$ cat src/rtl/audio_dac_tx_if.sv
// audio_dac_tx_if: sample handshake and codec-side serial lines of the
// pedal-board DAC output stage.
// Optional macro DAC_MUTE_EN adds the mute input sampled at each capture.
interface audio_dac_tx_if;
    logic [15:0] sample_in;
    logic        sample_valid;
`ifdef DAC_MUTE_EN
    logic        mute;
`endif
    logic        sample_req;
    logic        underrun;
    logic        AUD_BCLK;
    logic        AUD_DACLRCK;
    logic        AUD_DACDAT;

`ifdef DAC_MUTE_EN
    // Upstream stage / test driver side
    modport master (output sample_in, output sample_valid, output mute,
                    input sample_req, input underrun,
                    input AUD_BCLK, input AUD_DACLRCK, input AUD_DACDAT);
    // DAC transmitter side
    modport slave  (input sample_in, input sample_valid, input mute,
                    output sample_req, output underrun,
                    output AUD_BCLK, output AUD_DACLRCK, output AUD_DACDAT);
`else
    // Upstream stage / test driver side
    modport master (output sample_in, output sample_valid,
                    input sample_req, input underrun,
                    input AUD_BCLK, input AUD_DACLRCK, input AUD_DACDAT);
    // DAC transmitter side
    modport slave  (input sample_in, input sample_valid,
                    output sample_req, output underrun,
                    output AUD_BCLK, output AUD_DACLRCK, output AUD_DACDAT);
`endif
endinterface

$ cat src/rtl/audio_dac_tx.sv
// audio_dac_tx: serialises a mono 16-bit sample to the codec DAC in I2S
// format (same word on left and right), generating BCLK and LRCK, and
// pulses sample_req once per frame in the cycle the sample is captured.
// Optional macro DAC_MUTE_EN: mute input forces whole frames to zero.
module audio_dac_tx #(
    parameter int unsigned CLK_DIV = 16
) (
    input  logic           Clk,
    input  logic           RESET,
    audio_dac_tx_if.slave  bus
);
    localparam logic [7:0] DIV_LAST = 8'(CLK_DIV - 1);

    logic [7:0]  div_cnt_q,  div_cnt_d;
    logic        bclk_q,     bclk_d;
    logic        lrck_q,     lrck_d;
    logic        dat_q,      dat_d;
    logic [4:0]  slot_q,     slot_d;
    logic [15:0] cur_word_q, cur_word_d;
    logic        req_q,      req_d;
    logic        under_q,    under_d;

    // Bit of the word sent in slot k: slots 1..15 and 17..31 walk down from
    // the MSB, slots 0 and 16 carry the LSB. 16-k and 32-k share the same
    // low four bits, so one modulo-16 negation covers every slot.
    function automatic logic slot_bit(input logic [15:0] word, input logic [4:0] k);
        logic [3:0] idx;
        idx = 4'd0 - k[3:0];
        return word[idx];
    endfunction

    // Next-state logic: divider, BCLK toggle, slot/LRCK/data on fall events,
    // and the sample capture in the cycle following the slot-0 fall event.
    always_comb begin
        div_cnt_d  = div_cnt_q;
        bclk_d     = bclk_q;
        lrck_d     = lrck_q;
        dat_d      = dat_q;
        slot_d     = slot_q;
        cur_word_d = cur_word_q;
        req_d      = 1'b0;
        under_d    = under_q;

        if (div_cnt_q == DIV_LAST) begin
            div_cnt_d = 8'd0;
            bclk_d    = ~bclk_q;
            if (bclk_q) begin
                // Fall event: the word still holds the previous sample here,
                // so slot 0 naturally sends the previous right-channel LSB.
                slot_d = slot_q + 5'd1;
                lrck_d = slot_d[4];
                dat_d  = slot_bit(cur_word_q, slot_d);
                req_d  = (slot_d == 5'd0);
            end else begin
                slot_d = slot_q;
            end
        end else begin
            div_cnt_d = div_cnt_q + 8'd1;
        end

        // Capture in the sample_req cycle; the next fall event is at least
        // three cycles away, so the new word is in place for the MSB slot.
        if (req_q) begin
`ifdef DAC_MUTE_EN
            if (bus.mute) begin
                cur_word_d = 16'd0;
            end else if (bus.sample_valid) begin
                cur_word_d = bus.sample_in;
            end else begin
                under_d = 1'b1;
            end
`else
            if (bus.sample_valid) begin
                cur_word_d = bus.sample_in;
            end else begin
                under_d = 1'b1;
            end
`endif
        end else begin
            cur_word_d = cur_word_q;
        end
    end

    // State registers with synchronous reset; a reset aborts any frame.
    always_ff @(posedge Clk) begin
        if (RESET) begin
            div_cnt_q  <= 8'd0;
            bclk_q     <= 1'b0;
            lrck_q     <= 1'b1;
            dat_q      <= 1'b0;
            slot_q     <= 5'd31;
            cur_word_q <= 16'd0;
            req_q      <= 1'b0;
            under_q    <= 1'b0;
        end else begin
            div_cnt_q  <= div_cnt_d;
            bclk_q     <= bclk_d;
            lrck_q     <= lrck_d;
            dat_q      <= dat_d;
            slot_q     <= slot_d;
            cur_word_q <= cur_word_d;
            req_q      <= req_d;
            under_q    <= under_d;
        end
    end

    assign bus.sample_req  = req_q;
    assign bus.underrun    = under_q;
    assign bus.AUD_BCLK    = bclk_q;
    assign bus.AUD_DACLRCK = lrck_q;
    assign bus.AUD_DACDAT  = dat_q;
endmodule

$ cat src/flat_wrapper.sv
// flat-port wrapper written by rule: the top's interface ports become plain ports
module audio_dac_tx_flat 
#(
    parameter int unsigned CLK_DIV = 16
)
  (Clk, RESET, bus_sample_in, bus_sample_valid, bus_sample_req, bus_underrun, bus_AUD_BCLK, bus_AUD_DACLRCK, bus_AUD_DACDAT);
  audio_dac_tx_if bus_i ();
  input  logic Clk;
  input  logic RESET;
  input wire logic [$bits(bus_i.sample_in)-1:0] bus_sample_in;
  input wire logic [$bits(bus_i.sample_valid)-1:0] bus_sample_valid;
  output wire logic [$bits(bus_i.sample_req)-1:0] bus_sample_req;
  output wire logic [$bits(bus_i.underrun)-1:0] bus_underrun;
  output wire logic [$bits(bus_i.AUD_BCLK)-1:0] bus_AUD_BCLK;
  output wire logic [$bits(bus_i.AUD_DACLRCK)-1:0] bus_AUD_DACLRCK;
  output wire logic [$bits(bus_i.AUD_DACDAT)-1:0] bus_AUD_DACDAT;
  assign bus_i.sample_in = bus_sample_in;
  assign bus_i.sample_valid = bus_sample_valid;
  assign bus_sample_req = bus_i.sample_req;
  assign bus_underrun = bus_i.underrun;
  assign bus_AUD_BCLK = bus_i.AUD_BCLK;
  assign bus_AUD_DACLRCK = bus_i.AUD_DACLRCK;
  assign bus_AUD_DACDAT = bus_i.AUD_DACDAT;
  audio_dac_tx #(.CLK_DIV(CLK_DIV)) u_core (.Clk(Clk), .RESET(RESET), .bus(bus_i));
endmodule
$ cat config.mk
export PLATFORM = sky130hd
export DESIGN_NAME = audio_dac_tx_flat
export DESIGN_NICKNAME = d
export VERILOG_FILES = /design/src/rtl/audio_dac_tx_if.sv /design/src/rtl/audio_dac_tx.sv /design/src/flat_wrapper.sv
export SDC_FILE = /design/constraint.sdc
export NUM_CORES = 1
export LEC_CHECK = 0
export ABC_AREA = 1
export CAP_MARGIN = 20
export CORE_MARGIN = 2
export CORE_UTILIZATION = 40
export DETAILED_ROUTE_END_ITERATION = 16
export REMOVE_ABC_BUFFERS = 1
export SYNTH_ARGS = -nofsm -noshare
export SYNTH_HDL_FRONTEND = slang
export SYNTH_SLANG_ARGS = --single-unit
$ cat constraint.sdc
create_clock -name Clk -period 1.7 [get_ports Clk]
set_clock_uncertainty 0.15 [all_clocks]
set_input_delay 0.255 -clock Clk [delete_from_list [all_inputs] [get_ports Clk]]
set_output_delay 0.255 -clock Clk [all_outputs]
set_load 0.02 [all_outputs]
==> impl_metrics.py <==
metrics = {
    "floorplanning": {
        "die_w_um": 65.5,
        "rows": 22,
        "ios": 24,
        "dieArea_mm2": 0.00429,
        "core_mm2": 0.00366,
        "start_util_pct": 41.4,
        "die_y_um": 65.5,
    },
    "synth": {
        "synth_top_area_share_pct": 43.6,
        "synth.most_common_cell": "nand2_1",
        "synth_edf_count": 0,
        "synth_top_cell_by_area": "dfxtp_1",
        "syn_avg_cell_area_um2": 6.76,
        "ys_ff_latch": 33,
        "yosysSeqAreaShare_pct": 43.6,
        "synth_cell_types": 22,
        "yosys-top-cells-area": "dfxtp_1, nand2_1, nor2_1",
        "synthCells": 224,
        "synthFlopType": "dfxtp_1",
        "syn_area_mm2": 0.00151,
        "yosys_warnings": 0,
        "yosys-top-cells-count": "nand2_1, nor2_1, dfxtp_1, o21ai_0, inv_1",
        "synthArstFlopShare_pct": 0,
    },
    "detailed_routing": {
        "drt_iter0_drc": 70,
        "dr.pass1.iters": 4,
        "drt-total-wl_um": 3120,
        "drtAntennaViolNets": 0,
        "vias": 1435,
        "routedWlPerCell_um": 10.2,
        "via_per_inst": 4.70,
        "drcViolationCount": 0,
    },
    "grt": {
        "grt-ovfl-total": 0,
        "antenna_found_initial": 0,
        "grt_pass1_vias": 1222,
        "grt_use_total_pct": 16.8,
        "grt_max_degree": 18,
        "grt_pass1_wl_um": 5440,
    },
    "timing": {
        "hold_violations": 0,
        "fin_crit_sh_pct": 96.6,
        "slew_headroom_pct": 68.9,
        "hold_slack_ns": 0.297,
        "rsz0062_at_grt": "yes",
        "setup_viol": 0,
        "fmaxAchievable_mhz": 609,
        "worst_slack_ns": 0.0572,
        "worst-slew-pin-transition_ns": 0.466,
        "post-route-min-period_ns": 1.64,
        "finalMaxSlewViolations": 0,
    },
    "worst_hold_path": {
        "hold_path_end": "u_core.div_cnt_q[0]",
        "holdPathStages": 1,
        "hold_path_class": "flip-flop to flip-flop",
        "hp-start": "u_core.div_cnt_q[0]",
    },
    "worst_setup_path": {
        "cp-end-kind": "output pin",
        "path_buf_inv": 1,
        "r2r_slack_ns": 0.14,
        "crit_fanout": 3,
        "path_class": "flip-flop to output pin",
        "required_ns": 1.29,
        "cpMaxStageDelayCell": "clkdlybuf4s50_1",
        "reg2reg_depth": 8,
        "max_stage_delay_ns": 0.61,
        "cpLargestDelayFamily": "buffers and inverters",
        "startpoint_type": "flip-flop",
        "r2r-start": "u_core.div_cnt_q[0]",
        "r2r-end": "u_core.bus.AUD_DACDAT",
        "worst_ep_arrival_time_ns": 1.24,
        "worstPathCellList": "clkdlybuf4s50_1",
    },
    "layout": {
        "final_layout_size_suffix_gt1_share_pct": 10.1,
        "fillers": 408,
        "final_util_pct": 53.9,
        "areaGrowthSynthToFinish_pct": 30.2,
        "multi_input_area_um2": 798,
        "seqCellArea_um2": 668,
        "nets": 279,
        "diodes": 0,
    },
    "flow_run": {
        "maxCapViolations": 0,
    },
    "power": {
        "p_per_area_mw_per_mm2": 737,
        "leakagePower_nw": 0.877,
        "irDropWorstVdd_v": 0.000435,
    },
    "placed_design": {
        "gp_congestion": 0.779,
        "dp.final_hpwl_um": 2280,
        "io_buffer_count": 23,
        "dp_slack_ns": -0.0866,
    },
    "clock_network": {
        "cts_tree": "built",
        "root_buffer": "clkbuf_8",
        "cts_buffers": 5,
        "h-tree-depth": 2,
        "clk_pin_slew_ns": 0.07,
        "clockBufferDepth": 2,
        "clk_latency_ns": 0.28,
        "clock_sinks": 33,
    },
    "run_status": {
        "status": "finished, final reports clean",
    },
}
==> layout make-up <==
cell class	instances	share of cell area (%)
inverter	20	3.81
clock buffer	7	4.38
timing repair buffer	30	14.4
sequential	33	33.9
tap	48	3.05
multi-input combinational	167	40.5
==> cell usage in the layout (no fill, tap or decap) <==
| cell type | Yosys | final |
|---|---|---|
| clkbuf_1 | 1 | 1 |
| nand4_2 | 1 | 1 |
| ha_1 | 3 | 1 |
| clkdlybuf4s50_1 | 0 | 21 |
| nand3b_1 | 1 | 1 |
| nor2_4 | 1 | 1 |
| dlygate4sd2_1 | 0 | 1 |
| inv_2 | 1 | 2 |
| nor3b_1 | 2 | 2 |
| dlymetal6s2s_1 | 0 | 1 |
| nand4_1 | 3 | 3 |
| o21ai_0 | 21 | 21 |
| xor2_1 | 1 | 1 |
| clkbuf_8 | 0 | 6 |
| nor3_1 | 2 | 2 |
| nand3_1 | 12 | 12 |
| a21oi_1 | 9 | 9 |
| ha_4 | 0 | 2 |
| nand2_1 | 64 | 63 |
| nor2_2 | 0 | 2 |
| nor2_1 | 43 | 41 |
| dfxtp_1 | 33 | 31 |
| inv_1 | 19 | 18 |
| nand2_2 | 2 | 2 |
| nand2_4 | 0 | 1 |
| a31oi_1 | 1 | 1 |
| buf_4 | 0 | 7 |
| dfxtp_4 | 0 | 2 |
| a22o_1 | 1 | 1 |
==> metrics by stage <==
stage / TNS (ns) / power [mW] / std cells / cell area [um2]
after floorplan: -0.0337 / 0.825 / 220 / 1500
after global placement: -0.0763 / 0.879 / 298 / 1840
after detailed placement: -0.0866 / 0.880 / 298 / 1840
after CTS: 0 / 1.48 / 305 / 1930
after global routing: -0.00995 / 1.51 / 305 / 1970
final: 0 / 1.45 / 305 / 1970
==> kinds of logic (layout without fill, tap and decap cells) <==
family                   after synthesis  in the layout  share of synthesized area (%)
AND/OR/NAND/NOR                      131            131                           36.3
flip-flops                            33             33                           43.6
AO/OA/AOI/OAI                         32             32                           10.9
buffers and inverters                 24             57                           6.12
adder cells (fa/ha/maj)                3              3                           2.48
XOR/XNOR                               1              1                          0.579
==> worst max path at each step <==
| stage | end | startpoint | slack [ns] | depth (start not counted) |
|---|---|---|---|---|
| 6_report | bus_sample_req | u_core.bus.sample_req | 0.06 | 1 |
| 3_5_place_dp | u_core.bus.AUD_DACDAT | u_core.slot_q[0] | -0.09 | 9 |
| 4_1_cts | bus_AUD_DACLRCK | u_core.slot_q[4] | 0.02 | 1 |
| 5_1_grt | u_core.bus.AUD_DACDAT | u_core.slot_q[0] | -0.01 | 10 |
| 3_3_place_gp | u_core.bus.AUD_DACDAT | u_core.slot_q[0] | -0.08 | 9 |
| 2_1_floorplan | u_core.bus.AUD_DACDAT | u_core.slot_q[0] | -0.03 | 9 |
==> power breakdown <==
part           total, mW  switching (mW)  internal (mW)
Sequential         0.779         0.00343          0.776
Clock              0.596           0.275          0.321
Combinational     0.0791          0.0290         0.0501
Total               1.45           0.307           1.15
==> routing by layer <==
metal	routed length [um]	global-route usage, %	vias to the layer above
li1	-	-	783
met1	1590	22.4	621
met2	1320	24.4	26
met3	141	5.31	5
met4	60	7.81	0
met5	0	0	-
==> repair_timing <==
item,CTS,global route
pin swaps,0,0
resized for setup,5,9
endpoints found under the setup margin,2,3
setup buffers,0,0
endpoints found under the hold margin,0,0
hold buffers,0,0
==> state kept, by name, summed over array words and instances, names as in the netlist <==
name,cells
u_core.div_cnt_q,8
u_core.bus.underrun,1
u_core.slot_q,5
u_core.bus.AUD_BCLK,1
u_core.cur_word_q,16
u_core.bus.sample_req,1
u_core.bus.AUD_DACDAT,1
(Power assumes the default switching activity.)
==> patch (same flow settings) <==
Take the reset off `cur_word_q` and load it in a clocked block of its own.
--- a/src/rtl/audio_dac_tx.sv
+++ b/src/rtl/audio_dac_tx.sv
@@ -90,5 +90,4 @@
             dat_q      <= 1'b0;
             slot_q     <= 5'd31;
-            cur_word_q <= 16'd0;
             req_q      <= 1'b0;
             under_q    <= 1'b0;
@@ -99,8 +98,11 @@
             dat_q      <= dat_d;
             slot_q     <= slot_d;
-            cur_word_q <= cur_word_d;
             req_q      <= req_d;
             under_q    <= under_d;
         end
+    end
+
+    always_ff @(posedge Clk) begin
+        cur_word_q <= cur_word_d;
     end
 
Check against the original RTL: same outputs for any inputs over 10 cycles, from zero or initial values and one cycle with RESET high; that may be too few to reach the edited logic, so the function may still have changed.
==> patch against the unedited design <==
Power grew 9.6%. Cell area shrank 0.44%. Wire length shrank 11%. Critical path type unchanged. First-iteration DRC count is the same. Worst setup slack gained 0.0073 ns. Synthesized area shrank 2.6%. Non-clock buffer count shrank 1. Sequential power grew 8.1%. Die area shrank 2.4%. Sequential cell count is the same.
==> patch: results (changes against the unedited design) <==
| Metric | Value |
|---|---|
| Status | `completed (unchanged)` |
| Num CTS Buffers | `5 (unchanged)` |
| Post-synthesis adder-cell area fraction | `2.54% (was 2.48%)` |
| Hold WC Path Type | `reg -> reg (unchanged)` |
| DP Area | `1780 um^2 (was 1840 um^2)` |
| Global-route wire length before repair | `4700 um (was 5440 um)` |
| Hpwl dp | `2030 um (was 2280 um)` |
| Fraction of registers with async set/reset | `0% (unchanged)` |
| Top cells by area, synth | `edfxtp_1, dfxtp_1, nand2_1, nand3_1, inv_1 (was dfxtp_1, nand2_1, nor2_1, o21ai_0, inv_1)` |
| Synth Area in XOR/XNOR | `0.594% (was 0.579%)` |
| Layout cells sized above 1 | `14.6% (was 10.1%)` |
| Top post-synthesis cells by count | `nand2_1, dfxtp_1, edfxtp_1, inv_1, nand3_1 (was nand2_1, nor2_1, dfxtp_1)` |
| GP Congestion | `0.834 (was 0.779)` |
| Pre-CTS setup slack | `0.0127 ns (was -0.0866 ns)` |
| Critical path's slowest cell | `clkdlybuf4s50_1 (unchanged)` |
| CTS clk-pin slew, worst paths | `0.07 ns (about the same)` |
| Via count | `1193 (was 1435)` |
| Peak fanout along the critical path | `3 (unchanged)` |
| Total Routing Usage GR | `15.1% (was 16.8%)` |
| DR pass1 iterations | `4 (unchanged)` |
| Int Power | `0.00130 W (was 0.00115 W)` |
| Worst path top cell family by delay | `buffers and inverters (unchanged)` |
| Worst vdd ir | `0.555 mV (was 0.435 mV)` |
| Worst skew pair latency | `0.28 ns (about the same)` |
| Initial antenna violation count | `0 (unchanged)` |
| Ys flop type | `dfxtp_1 (unchanged)` |
| Synth warnings | `0 (unchanged)` |
| Drt wl/cell | `11.0 um (was 10.2 um)` |
| Pin count of the biggest net entering global routing | `17 (was 18)` |
| WP data arrival | `1.23 ns` |
| Sequential cell area fraction in the yosys report | `55.6% (was 43.6%)` |
| # nets final | `226 (was 279)` |
| Mux cell area share after synthesis | `0% (unchanged)` |
| Worst stage delay on the critical path | `0.61 ns (about the same)` |
| Port bufs | `23 (unchanged)` |
| Max clock buf depth | `2 (unchanged)` |
| Top flop regs | `u_core.cur_word_q: 16 flops, u_core.div_cnt_q: 8 flops, u_core.slot_q: 5 flops (unchanged)` |
| Leak Pwr | `0.881 nW (was 0.877 nW)` |
| Root Driver | `clkbuf_8 (unchanged)` |
| Slew HR | `80.0% (was 68.9%)` |
| Synth Area in Compound Gates | `5.26% (was 10.9%)` |
| Yosys cell types | `24 (was 22)` |
| Fillers | `333 (was 408)` |
| EDFF count, synth | `16 (was 0)` |
| Antenna Cells | `0 (unchanged)` |
| H-Tree Level Count | `2 (unchanged)` |
| Initial DRC count | `70 (unchanged)` |
==> patch: cell count changes in the layout (fill, tap and decap cells not counted), moves of 2 or more <==
cell / change
dfxtp_1: -17
nand2_1: -5
nor2_1: -31
dfxtp_4: -2
edfxtp_1: +16
buf_4: -2
dfxtp_2: +3
o21ai_0: -18
inv_1: -2
==> patch: per-layer routing <==
metal  track usage [%]  routed length [um]  up-vias
met1              17.4                1270      541
met5                 0                   0        -
met2              24.5                1340       26
met4              8.51                  51        0
li1                  -                   -      622
met3              5.21                 110        4
==> patch: power by group through the flow <==
| stage | clock [W] | sequential [W] | combinational [W] |
|---|---|---|---|
| final | 0.000689 | 0.000842 | 0.0000632 |
| after global placement | 0 | 0.000858 | 0.0000592 |
| after floorplan | 0 | 0.000858 | 0.0000153 |
| after global routing | 0.000753 | 0.000842 | 0.0000689 |
| after detailed placement | 0 | 0.000859 | 0.0000629 |
| after CTS | 0.000709 | 0.000841 | 0.0000631 |
==> patch: path summary, 6_finish.rpt <==
path | from | to | slack, ns | depth (start not counted)
min | u_core.div_cnt_q[0] | u_core.div_cnt_q[0] | 0.26 | 1
max | u_core.bus.sample_req | bus_sample_req | 0.06 | 1
max reg2reg | u_core.slot_q[1] | u_core.bus.AUD_DACDAT | 0.13 | 11
min reg2reg | u_core.div_cnt_q[0] | u_core.div_cnt_q[0] | 0.26 | 1
==> patch: worst reg2reg max path: cells and delay by family, from the launching register on <==
kind                     cells  cell delay (ns)
buffers and inverters        2             0.19
AND/OR/NAND/NOR              8             0.48
flip-flops                   1             0.36
adder cells (fa/ha/maj)      1             0.29
==> patch: area by class of cell <==
cell class	instances	area share (%)
Sequential cell	33	42.0
Tap cell	48	3.06
Multi-Input combinational cell	117	30.9
Inverter	18	3.44
Timing Repair Buffer	29	14.9
Clock buffer	8	5.67
==> patch: metrics by stage <==
step                      utilization, %  total power, W  setup TNS, ns  cells  hold WS (ns)
after CTS                           52.6         0.00161              0    249         0.305
after detailed placement            49.4        0.000922              0    241         0.293
after global placement              49.4        0.000918              0    241         0.279
final                               54.4         0.00159              0    253         0.265
after global routing                54.4         0.00166              0    253         0.296
after floorplan                        -        0.000874        -0.0533    168         0.177
==> patch: kinds of logic after synthesis <==
| family | after synthesis |
|---|---|
| xor+xnor | 1 |
| buf+inv | 19 |
| flops | 33 |
| simple gates | 99 |
| fa+ha+maj | 3 |
| compound gates | 14 |
==> patch: what timing repair did <==
item,4_1_cts,5_1_grt
endpoints found under the setup margin,1,8
gates resized for setup,2,8
pin swaps,0,1
buffers inserted,0,4
